### src/rtl/shift_sub_divider.sv
// Sequential unsigned restoring divider: N shift/trial-subtract iterations produce
// an N-bit quotient and remainder. Companion to the shift-add multiplier.
module shift_sub_divider #(
    parameter int N = 8
) (
    input  logic         Clk,
    input  logic         Reset_n,
    input  logic         Start,
    input  logic [N-1:0] Dividend,
    input  logic [N-1:0] Divisor,
    output logic [N-1:0] Quotient,
    output logic [N-1:0] Remainder,
    output logic         Busy,
    output logic         Done,
    output logic         Div_By_Zero
);

    localparam int CW = $clog2(N);
    localparam logic [CW-1:0] CNT_ZERO = CW'(0);
    localparam logic [CW-1:0] CNT_ONE  = CW'(1);
    localparam logic [CW-1:0] CNT_LAST = CW'(N - 1);

    typedef enum logic [1:0] {
        IDLE  = 2'd0,
        SHIFT = 2'd1,
        SUB   = 2'd2,
        DONE  = 2'd3
    } state_t;

    state_t         state_r;
    logic [N:0]     a_r;
    logic [N-1:0]   q_r;
    logic [N-1:0]   m_r;
    logic [CW-1:0]  cnt_r;
    logic [N+1:0]   trial_s;
    logic [N:0]     a_next_s;
    logic [N-1:0]   q_next_s;

    // Trial subtraction; a clear borrow bit means the divisor fits and is committed.
    always_comb begin
        trial_s  = {1'b0, a_r} - {2'b00, m_r};
        a_next_s = a_r;
        q_next_s = q_r;
        if (trial_s[N+1] == 1'b0) begin
            a_next_s = trial_s[N:0];
            q_next_s = {q_r[N-1:1], 1'b1};
        end else begin
            a_next_s = a_r;
            q_next_s = {q_r[N-1:1], 1'b0};
        end
    end

    // Control FSM and datapath; results publish only on the completion edge.
    always_ff @(posedge Clk) begin
        if (!Reset_n) begin
            state_r     <= IDLE;
            a_r         <= {(N+1){1'b0}};
            q_r         <= {N{1'b0}};
            m_r         <= {N{1'b0}};
            cnt_r       <= CNT_ZERO;
            Quotient    <= {N{1'b0}};
            Remainder   <= {N{1'b0}};
            Div_By_Zero <= 1'b0;
            Busy        <= 1'b0;
            Done        <= 1'b0;
        end else begin
            case (state_r)
                IDLE: begin
                    if (Start) begin
                        a_r     <= {(N+1){1'b0}};
                        q_r     <= Dividend;
                        m_r     <= Divisor;
                        cnt_r   <= CNT_ZERO;
                        state_r <= SHIFT;
                        Busy    <= 1'b1;
                    end else begin
                        state_r <= IDLE;
                    end
                end
                SHIFT: begin
                    {a_r, q_r} <= {a_r[N-1:0], q_r, 1'b0};
                    state_r    <= SUB;
                end
                SUB: begin
                    a_r   <= a_next_s;
                    q_r   <= q_next_s;
                    cnt_r <= cnt_r + CNT_ONE;
                    if (cnt_r == CNT_LAST) begin
                        state_r     <= DONE;
                        Busy        <= 1'b0;
                        Done        <= 1'b1;
                        Quotient    <= q_next_s;
                        Remainder   <= a_next_s[N-1:0];
                        Div_By_Zero <= (m_r == {N{1'b0}});
                    end else begin
                        state_r <= SHIFT;
                    end
                end
                DONE: begin
                    // Start must drop before another operation can be accepted.
                    if (!Start) begin
                        state_r <= IDLE;
                        Done    <= 1'b0;
                    end else begin
                        state_r <= DONE;
                    end
                end
                default: begin
                    state_r <= IDLE;
                    Busy    <= 1'b0;
                    Done    <= 1'b0;
                end
            endcase
        end
    end

endmodule

### config.mk
export PLATFORM = sky130hd
export DESIGN_NAME = shift_sub_divider
export DESIGN_NICKNAME = d
export VERILOG_FILES = /design/src/rtl/shift_sub_divider.sv
export SDC_FILE = /design/constraint.sdc
export NUM_CORES = 1
export LEC_CHECK = 0
export BUFFER_PORTS_ARGS = -buffer_cell sky130_fd_sc_hd__clkbuf_2
export CAP_MARGIN = 20
export CORE_MARGIN = 5
export CORE_UTILIZATION = 35
export CTS_CLUSTER_SIZE = 24
export DETAILED_ROUTE_END_ITERATION = 7
export GPL_ROUTABILITY_DRIVEN = 0
export HOLD_SLACK_MARGIN = 0.05
export PLACE_DENSITY_LB_ADDON = 0.3
export SYNTH_ARGS = -nofsm -noshare
export SYNTH_HDL_FRONTEND = slang
export SYNTH_SLANG_ARGS = --single-unit
### constraint.sdc
create_clock -name Clk -period 3.67 [get_ports Clk]
set_clock_uncertainty 0.2 [all_clocks]
set_input_delay 0.734 -clock Clk [delete_from_list [all_inputs] [get_ports Clk]]
set_output_delay 0.734 -clock Clk [all_outputs]
set_load 0.005 [all_outputs]
# After elaboration in Yosys (flattened, before gate mapping)
# Index checks and enable logic that the tools add are counted.
[totals] elab_cells=51 out_inout_bits=19 reg_bits=49 in_bits=19
[op_classes] n_eq_ne=8 addsub=2 mux=18 n_reduce_logical=12
[ops] op="$pmux W9 S3" count=1
[ops] op="$pmux W8 S3" count=1
[ops] op="$mux W9" count=2
[ops] op="$sub A9 B8 Y10" count=1
[ops] op="$reduce_and A3 Y1" count=3
[ops] op="$logic_not A8 Y1" count=1
[ops] op="$mux W8" count=1
[ops] op="$ne A2 B2 Y1 const B" count=4
[ops] op="$pmux W2 S4" count=1
[ops] op="$reduce_and A2 Y1" count=4
[ops] op="$mux W1" count=6
[ops] op="$pmux W3 S2" count=1
[ops] op="$eq A2 B2 Y1 const B" count=2
[ops] op="$mux W2" count=2
[ops] op="$pmux W1 S2" count=2
[ops] op="$reduce_bool A2 Y1" count=2
[ops] op="$add A3 B1 Y3 const B" count=1
[ops] op="$eq A3 B3 Y1 const B" count=1
[ops] op="$mux W3" count=1
[ops] op="$reduce_bool A3 Y1" count=1
[ops] op="$eq A2 B1 Y1 const B" count=1
[ops] op="$logic_not A2 Y1" count=1

# Depth between registers and ports, before layout
[logic_depth] ltp_word=3 mapped_depth=9 ltp_nobuf=8

# Worst setup path after synthesis
# Ideal clock, no wire load.
[synth_path] path_type="reg-to-reg" from="reg m_r[6]" to="reg q_r[0]" setup_ns=0.133 t_arrival_ns=1.795 required_time_ns=3.337 path_slack_ns=1.542 stages_incl_launch_ff=8 path_cell_list="dfxtp_1 inv_1 ha_1 a21o_1 a221oi_4 nand2_4 a311oi_1 nor3_1"
[synth_via] elab_chain_len=3
[synth_rtl] item="start, declared" line="33" source="logic [N-1:0] m_r;"
[synth_rtl] item="start signal, assigned" line="59" source="m_r <= {N{1'b0}};"
[synth_rtl] item="start signal, assigned" line="72" source="m_r <= Divisor;"
[synth_rtl] item="$sub A9 B8 Y10" line="41" source="trial_s = {1'b0, a_r} - {2'b00, m_r};"
[synth_rtl] item="$mux W1" line="44" source="if (trial_s[N+1] == 1'b0) begin"
[synth_rtl] item="$pmux W8 S3" line="67" source="case (state_r)"
[synth_rtl] item="end signal, assigned" line="58" source="q_r <= {N{1'b0}};"
[synth_rtl] item="end signal, assigned" line="71" source="q_r <= Dividend;"
[synth_rtl] item="end signal, assigned" line="81" source="{a_r, q_r} <= {a_r[N-1:0], q_r, 1'b0};"
[synth_rtl] item="end, declared" line="32" source="logic [N-1:0] q_r;"
# Every way passes these cells.
# A chain may end at the register's enable or synchronous reset.

# Final worst setup path
# Same ends and word-level chain as after synthesis.

==> run summary <==
Outcome = complete, no violations
Yosys top cell by area = dfxtp_1
Htree depth = 2
Grt ovf = 0
Post-route setup TNS = 0 ns
Post-synthesis cell type count = 53
Tcrit/Tclk final = 0.657
Via count = 2,542
CTS tree = built
Row cnt = 32
Top_reg_cell synth = dfxtp_1
DR iter-0 viols = 199
Critical Path RT = 3.67 ns
Setup crit start kind = flip-flop
Worst-margin pin slew = 0.806 ns
Pre-CTS WS = 1.24 ns
Fraction of layout cells with a size suffix above 1 = 0.142
CTS buffer count = 5
Via/cell ratio = 5.36
CTS Buffer Depth = 2
Period minus WS final = 2.41 ns
Ant. Diodes = 0
Die ar. = 9570 µm²
Max-slew violations = 0
Hold endpoint = Quotient[1]
Max_cap viols = 0
Hold Crit Start = Quotient[1]
Starting Density = 0.355
Pwr/cell area = 415 nW/µm²
Worst hold margin = 0.259 ns
Crit path max fanout = 9
Initial antenna violation count = 0
Final hold vios = 0
Sink Count = 49
Post-synth ARST share = 0
ANT nets after route = 0
WL final = 6800 µm
Pleak = 1.18 nW
Maximum VDD drop = 0.000191 V
Crit path kind = reg -> reg
Worst r2r src = m_r[6]
Netlist Area Pre-Place = 2700 µm²
Top cell type's share of synthesized area = 0.363
Drt first pass iters = 4
Root Driver = clkbuf_8
Worst R2R Path Depth = 7
RSZ-0062 raised after global routing = no
Post-CTS Setup Bufs = 0
Die Ht = 97.9 µm
Hold_buf cts = 0
Final Instance Area = 3040 µm²
Core ar. = 7610 µm²
Critical R2R Capture = q_r[0]
Post-Syn Instances = 344
Syn Area/Cell = 7.85 µm²
Clock-pin slew on the worst setup and hold paths = 0.10 ns
GRT Util Overall = 0.143
Warnings from Yosys = 0
Power Total = 1.26 mW
Count of input and output buffers = 37
FF+latch count, synth = 49
Pin count of the biggest net entering global routing = 36
Die Wd = 97.9 µm
Reg2Reg Setup Slack = 1.26 ns
Syn_nets = 378
Post-synth EDFFs = 0
Clock latency on the worst-skew pair = 0.31 ns
Post-DP HPWL = 5030 µm
Worst hold-check path type = reg -> reg
Layout Nets = 405
Global-route wire length before repair = 11,600 µm
IO Count = 38
Vias in the first global route = 2,426
Placed Area = 2950 µm²
DRC viols = 0
FMAX = 415 MHz
Setup violators final = 0
Wirelength per Cell = 14.4 µm
Area growth from synthesis to layout = 12.6%
Register area share after synthesis = 0.363
Slew headroom = 0.463
Nature of the critical path endpoint = flip-flop
Post-CTS Resized = 0
Dominant cells by area after synthesis = dfxtp_1 36%, a21oi_1 8.9%, ha_1 6.5%
Final WS setup = 1.26 ns
Hold depth = 2
Crit path arrival time = 2.41 ns
state kept, by name (all words and copies together), names as in the netlist:
signal and cells:
Done 1, q_r 8, Remainder 8, Busy 1, state_r 2, m_r 8, Div_By_Zero 1, cnt_r 3
Quotient 8, a_r 9
power breakdown:
group          leakage, nW  switching, mW  internal, mW  total, mW
combinational        0.738          0.214         0.121      0.335
clock               0.0423          0.207         0.139      0.346
sequential           0.399         0.0237         0.558      0.582
final cells by class:
| type | count | area, µm² |
|---|---|---|
| clock inverters | 3 | 26.3 |
| flip-flops and latches | 49 | 981 |
| multi-input cells | 260 | 1580 |
| inverters | 17 | 63.8 |
| fillers | 800 | 4560 |
| clock buffers | 5 | 68.8 |
| repair buffers | 38 | 193 |
| well taps | 102 | 128 |
placed cells by master, fill, tap and decap left out, types with 2 or more instances in the layout:
cell         n
or3_1        3
o21ai_0     22
nand2_1     46
dfxtp_1     49
a21o_1       4
a32oi_1      2
inv_1       16
ha_1        14
and3_1       4
a31oi_1      4
clkinvlp_4   2
o21ai_1      4
a311oi_1    10
nor2_1      22
clkbuf_2    37
clkbuf_8     5
nor4_1       2
nor3_1       3
o311ai_0     3
a21oi_1     48
nor2b_1      5
nand3_1     13
o21a_1       3
nand2b_1    10
o211ai_1     7
and2_1       4
xor2_1       3
Yosys cell counts, types with 2 or more instances:
| cell | n |
|---|---|
| a31oi_1 | 4 |
| nor2b_1 | 5 |
| buf_2 | 2 |
| a32oi_1 | 2 |
| o21ai_1 | 4 |
| a21o_1 | 4 |
| o211ai_1 | 7 |
| nand2b_1 | 10 |
| inv_1 | 16 |
| dfxtp_1 | 49 |
| and3_1 | 4 |
| nor2_1 | 22 |
| o21a_1 | 3 |
| or3_1 | 3 |
| and2_1 | 4 |
| a311oi_1 | 10 |
| nor3_1 | 3 |
| nand3_1 | 13 |
| a21oi_1 | 48 |
| nor4_1 | 2 |
| xor2_1 | 3 |
| buf_1 | 4 |
| nand2_1 | 46 |
| o21ai_0 | 22 |
| ha_1 | 14 |
| clkbuf_1 | 11 |
| o311ai_0 | 3 |
worst max path at each step:
stage / from / end / slack [ns] / cells past startpoint
floorplan: m_r[6] / q_r[0] / 1.54 / 7
finish: m_r[6] / q_r[0] / 1.26 / 7
detailed placement: Start / q_r[3] / 1.24 / 6
global placement: m_r[6] / q_r[0] / 1.33 / 7
CTS: state_r[0] / Remainder[0] / 1.26 / 5
global route: state_r[0] / Remainder[6] / 1.07 / 5
cell families (layout without fill, tap and decap cells):
group                      Yosys count  after routing  synth area share
and+or+nand+nor                    122            122             0.220
AOI/OAI and AO/OA                  120            120             0.284
DFF                                 49             49             0.363
buffers and inverters               35             63            0.0509
adders and majority gates           15             15            0.0723
xor gates and xnor gates             3              3           0.00973
layer usage:
metal | global-route usage | part of all wire | wire length [µm]
met1 | 0.196 | 0.49 | 3330
met2 | 0.229 | 0.45 | 3060
met3 | 0.0293 | 0.048 | 324
met4 | 0.0394 | 0.014 | 94
met5 | 0 | 0 | 0
critical path: stages, from the launching register on:
cell and delay [ns]:
dfxtp_1 0.38, inv_1 0.07, ha_1 0.38, a21o_1 0.28, a221oi_4 0.47, nand2_4 0.14, a311oi_1 0.32, nor3_1 0.07
metrics by stage:
stage | std cells | util
after floorplan | 344 | -
after global placement | 466 | 0.388
after detailed placement | 466 | 0.388
after CTS | 474 | 0.400
after global routing | 474 | 0.400
final | 474 | 0.400
Power figures use the tool's default switching activity.
